==> src/rtl/rtc_ctrl_pkg.sv <==
// Shared types and defaults for the RTC master controller.
package rtc_ctrl_pkg;

  typedef enum logic [1:0] {
    S_INIT,
    S_IDLE,
    S_READ,
    S_WRITE
  } state_t;

  localparam logic [1:0] SEL_NONE  = 2'b00;
  localparam logic [1:0] SEL_INIT  = 2'b01;
  localparam logic [1:0] SEL_READ  = 2'b10;
  localparam logic [1:0] SEL_WRITE = 2'b11;

  localparam int unsigned DEF_READ_PERIOD = 1000000;
  localparam int unsigned DEF_TIMEOUT     = 4096;

  // Bus-owner code for the FSM served in a given state.
  function automatic logic [1:0] sel_of(input state_t s);
    unique case (s)
      S_INIT:  return SEL_INIT;
      S_READ:  return SEL_READ;
      S_WRITE: return SEL_WRITE;
      S_IDLE:  return SEL_NONE;
    endcase
  endfunction

endpackage

==> src/rtl/rtc_tick_gen.sv <==
// Free-running period counter producing a one-cycle tick on each wrap.
module rtc_tick_gen
  import rtc_ctrl_pkg::*;
#(
  parameter int unsigned PERIOD = DEF_READ_PERIOD
) (
  input  logic clk,
  input  logic reset,
  output logic tick
);

  localparam int unsigned W = (PERIOD > 1) ? $clog2(PERIOD) : 1;
  localparam logic [W-1:0] LAST = W'(PERIOD - 1);

  logic [W-1:0] cnt;

  assign tick = (cnt == LAST);

  // Count 0..PERIOD-1 and wrap; held at zero during reset.
  always_ff @(posedge clk) begin
    if (!reset) begin
      cnt <= '0;
    end else if (tick) begin
      cnt <= '0;
    end else begin
      cnt <= cnt + 1'b1;
    end
  end

endmodule

==> src/rtl/rtc_master_ctrl.sv <==
// Top-level RTC sequencer: issues active-low start requests to the init,
// read and write FSMs and selects the bus owner.
// Optional watchdog enabled by defining RTC_TIMEOUT_EN.
module rtc_master_ctrl
  import rtc_ctrl_pkg::*;
#(
  parameter int unsigned READ_PERIOD = DEF_READ_PERIOD,
  parameter int unsigned TIMEOUT     = DEF_TIMEOUT
) (
  input  logic       clk,
  input  logic       reset,
  input  logic       prog_req,
  input  logic       prog_mode,
  input  logic       init_done,
  input  logic       leer_done,
  input  logic       escribir_done,
  output logic       do_it_init,
  output logic       do_it_leer,
  output logic       do_it_escribir,
  output logic [1:0] sel_fsm,
  output logic       busy,
  output logic       err_timeout
);

  state_t state, next_state;
  logic   tick;
  logic   done_cur;
  logic   timeout;
  logic   pend_rd;
  logic   pend_wr;

  rtc_tick_gen #(.PERIOD(READ_PERIOD)) u_tick (
    .clk   (clk),
    .reset (reset),
    .tick  (tick)
  );

`ifdef RTC_TIMEOUT_EN
  localparam int unsigned WD_W = (TIMEOUT > 1) ? $clog2(TIMEOUT) : 1;
  localparam logic [WD_W-1:0] WD_LAST = WD_W'(TIMEOUT - 1);

  logic [WD_W-1:0] wdog;

  assign timeout = busy && (wdog == WD_LAST);

  // Watchdog advances only while a request is actually driven (busy), so the
  // first S_INIT cycle after reset release counts as the init entry.
  always_ff @(posedge clk) begin
    if (!reset) begin
      wdog <= '0;
    end else if (busy && (next_state == state)) begin
      wdog <= wdog + 1'b1;
    end else begin
      wdog <= '0;
    end
  end

  // Sticky timeout flag; a done pulse on the expiry cycle takes precedence.
  always_ff @(posedge clk) begin
    if (!reset) begin
      err_timeout <= 1'b0;
    end else if (timeout && !done_cur) begin
      err_timeout <= 1'b1;
    end
  end
`else
  assign timeout     = 1'b0;
  assign err_timeout = 1'b0;
`endif

  // Next-state selection: write beats read, only the active FSM's done counts.
  always_comb begin
    next_state = state;
    done_cur   = 1'b0;
    unique case (state)
      S_INIT:  done_cur = init_done;
      S_READ:  done_cur = leer_done;
      S_WRITE: done_cur = escribir_done;
      S_IDLE: begin
        if (pend_wr) begin
          next_state = S_WRITE;
        end else if (pend_rd && !prog_mode) begin
          next_state = S_READ;
        end
      end
    endcase
    if ((state != S_IDLE) && (done_cur || timeout)) begin
      next_state = S_IDLE;
    end
  end

  // State, pending flags and outputs registered together from next_state.
  always_ff @(posedge clk) begin
    if (!reset) begin
      state          <= S_INIT;
      do_it_init     <= 1'b1;
      do_it_leer     <= 1'b1;
      do_it_escribir <= 1'b1;
      sel_fsm        <= SEL_NONE;
      busy           <= 1'b0;
      pend_rd        <= 1'b0;
      pend_wr        <= 1'b0;
    end else begin
      state          <= next_state;
      do_it_init     <= (next_state != S_INIT);
      do_it_leer     <= (next_state != S_READ);
      do_it_escribir <= (next_state != S_WRITE);
      sel_fsm        <= sel_of(next_state);
      busy           <= (next_state != S_IDLE);
      // A new event on the claiming edge re-arms the flag rather than being lost.
      pend_rd <= tick | (pend_rd & ~((state == S_IDLE) && (next_state == S_READ)));
      pend_wr <= prog_req | (pend_wr & ~((state == S_IDLE) && (next_state == S_WRITE)));
    end
  end

endmodule

==> config.mk <==
export PLATFORM = sky130hd
export DESIGN_NAME = rtc_master_ctrl
export DESIGN_NICKNAME = d
export VERILOG_FILES = /design/src/rtl/rtc_ctrl_pkg.sv /design/src/rtl/rtc_tick_gen.sv /design/src/rtl/rtc_master_ctrl.sv
export SDC_FILE = /design/constraint.sdc
export NUM_CORES = 1
export LEC_CHECK = 0
export ABC_AREA = 1
export BUFFER_PORTS_ARGS = -buffer_cell sky130_fd_sc_hd__buf_4
export CELL_PAD_IN_SITES_DETAIL_PLACEMENT = 0
export CELL_PAD_IN_SITES_GLOBAL_PLACEMENT = 1
export CORE_MARGIN = 8
export CORE_UTILIZATION = 44
export DETAILED_ROUTE_END_ITERATION = 7
export PLACE_DENSITY_LB_ADDON = 0.1
export SETUP_SLACK_MARGIN = 0.5
export SYNTH_ARGS = -nofsm -noshare
export SYNTH_HDL_FRONTEND = slang
export SYNTH_SLANG_ARGS = --single-unit
==> constraint.sdc <==
create_clock -name clk -period 3.55 [get_ports clk]
set_clock_uncertainty 0.15 [all_clocks]
set_input_delay 0.1775 -clock clk [delete_from_list [all_inputs] [get_ports clk]]
set_output_delay 0.1775 -clock clk [all_outputs]
set_load 0.005 [all_outputs]
==> results by group <==
Status
  – Status: completed

Placement
  – Area after DPL: 1570 um^2
  – GPL Wtd Cong: 0.805
  – Port buffer count: 12
  – DP Worst Slack: 1870 ps
  – Placed cell count: 267
  – DP HPWL: 2.47 mm

STA
  – Finish-stage setup viols: 0
  – FMAX: 0.598 GHz
  – Final hold slack: 97.4 ps
  – Crit path time final: 1670 ps
  – Setup TNS: 0 ps
  – Final Hold Vio Count: 0
  – Slew Limit Fails: 0
  – Final Cycle Share: 0.471
  – Final worst slack: 1880 ps
  – RSZ-0062 raised after global routing: no

Finish
  – Nets@finish: 240
  – Core Util, Final: 0.513
  – N_diodes: 0
  – Final Cell Area: 1670 um^2
  – Commonest non-fill, non-tap cell in the layout: nand2_1
  – Layout cell share with drive strength beyond 1: 0.117
  – Post-Layout Cell Count: 277
  – Fillcell total: 352
  – Commonest cells after routing, fill and taps aside: 58 x nand2_1, 41 x nor2_1, 30 x dfxtp_1
  – Area grow syn2layout: 15.5%

Critical path
  – Crit Path Class: register to register
  – Worst EP arrival: 1750 ps
  – R2R Path End: u_tick.cnt[10]
  – Maximum fanout along the worst path: 19
  – Register-to-Register Path Depth: 6
  – CP startpoint kind: register
  – CP Capture Type: register
  – R2r startpoint: u_tick.cnt[0]
  – WP data required: 3620 ps
  – R2r setup slk: 1880 ps

Route
  – First-pass DRT Iterations: 4
  – Routed wire length: 3.17 mm
  – Wire per inst: 11.4 um
  – Residual DRC: 0
  – Initial DRC count: 82
  – Antenna viol nets, final: 0
  – Via count: 1338
  – Drt via density: 4.83

Synth
  – #FFs+latches synth: 30
  – Share of the synthesized area in the top cell type: 0.415
  – Syn avg cell area: 6.85 um^2
  – Library cells used by synthesis: 21
  – YS warnings: 0
  – Sequential element share of the synthesized area: 0.415
  – Mapped Nets: 221
  – Ranking of synthesized cells by area: dfxtp_1 42%, nand2_1 15%, nor2_1 11%, inv_1 6.0%, a21oi_1 5.2%
  – Mapped Area: 1450 um^2
  – Synth area leader: dfxtp_1
  – Syn Inst Count: 211

Floorplanning
  – Die H: 73.3 um
  – Total core area: 3260 um^2
  – Starting Density: 0.444
  – Ports: 14
  – Cell Rows: 21
  – Die footprint: 5380 um^2
  – Die X: 73.3 um

Pwr
  – Logic pwr share: 0.076
  – Switching pwr: 0.155 mW
  – Switching Share: 0.235
  – Clock power share: 0.389
  – Seq pwr share: 0.536
  – Overall Power: 0.659 mW
  – Power Dens Cells: 394 nW/um^2
  – Worst vdd rail ir drop: 0.182 mV
  – P_leak: 0.600 nW
  – Internal power: 0.504 mW

Clock network
  – Gates resized, CTS repair: 0
  – Clock sinks: 30
  – Clock H-tree levels: 2
  – Clk slew on worst S/H paths: 90 ps
  – CTS tree: built
  – Clock root buffer master: clkbuf_4
  – Post-CTS setup buffers: 0
  – CTS Buf Count: 5
  – Clock Path Buffers: 2
  – Worst-skew pair later-pin latency: 330 ps

Worst hold path
  – Min-Delay Path Depth: 5
  – Worst Hold Class: input port to register
  – Hold endpoint: do_it_leer
  – Min-delay src: prog_mode

Global routing
  – First-pass GRT wire length: 5.60 mm
  – Grt ovf: 0
  – Number of global-route vias before repair: 1257
  – Initial antenna violation count: 0
  – Largest net degree at the start of global routing: 20
  – Total track usage: 0.135

Job
  – MaxCap Viol Count: 0
==> metal layers <==
layer / up-vias / track usage / wire (um)
met5: - / 0 / 0
met4: 0 / 0.0554 / 73
met3: 8 / 0.0573 / 159
met2: 26 / 0.204 / 1460
met1: 609 / 0.163 / 1470
li1: 695 / - / -
==> cell usage after synthesis <==
cell      number
nand2_1       58
nor2_1        41
dfxtp_1       30
inv_1         23
a21oi_1       15
nand3_1       11
o21ai_0        4
xor2_1         4
ha_1           3
nand3_2        3
nand4_1        3
nor3_1         3
xnor2_1        3
nand3b_1       2
nor2_2         2
buf_4          1
buf_8          1
conb_1         1
inv_2          1
nand2_4        1
or2_0          1
==> power by group through the flow <==
stage	sequential [mW]	combinational [mW]	clock, mW
floorplan	0.360	0.0308	0
global placement	0.360	0.0484	0
detailed placement	0.361	0.0489	0
CTS	0.353	0.0509	0.262
global route	0.355	0.0582	0.281
finish	0.353	0.0498	0.256
==> worst max-delay path by stage <==
stage | startpoint | endpoint
2_1_floorplan | u_tick.cnt[0] | u_tick.cnt[10]
3_3_place_gp | u_tick.cnt[0] | u_tick.cnt[12]
3_5_place_dp | u_tick.cnt[0] | u_tick.cnt[10]
4_1_cts | u_tick.cnt[0] | u_tick.cnt[10]
5_1_grt | state[0] | pend_wr
6_report | u_tick.cnt[0] | u_tick.cnt[10]
==> area by class of cell <==
type | count | area, um^2 | area share
Timing Repair Buffer | 14 | 110 | 0.0659
Inverter | 24 | 90.1 | 0.0539
Multi-Input combinational cell | 155 | 733 | 0.439
Sequential cell | 30 | 601 | 0.360
Clock buffer | 8 | 78.8 | 0.0472
Tap cell | 46 | 57.6 | 0.0345
==> critical path: stages, from the launching register on <==
cell	delay, ps
dfxtp_1	400
ha_1	290
nand3_2	150
nor2_1	150
nand3_2	130
nand2_4	220
nor2_1	80
==> logic make-up after synthesis <==
logic type / after synthesis / synth area share
AO/OA/AOI/OAI: 19 / 0.0657
XOR/XNOR: 7 / 0.0424
adder cells (fa/ha/maj): 3 / 0.0260
buffers and inverters: 26 / 0.0778
flip-flops: 30 / 0.415
other: 1 / 0.00259
AND/OR/NAND/NOR: 125 / 0.370
==> registers in the layout, indices dropped and copies added (netlist names) <==
name            cells
u_tick.cnt         20
sel_fsm             2
state               2
busy                1
do_it_escribir      1
do_it_init          1
do_it_leer          1
pend_rd             1
pend_wr             1
==> what timing repair did <==
| item | CTS | global route |
|---|---|---|
| endpoints found under the setup margin | 0 | 0 |
| endpoints found under the hold margin | 4 | 0 |
| hold buffers | 2 | 0 |
(Power assumes the default switching activity.)
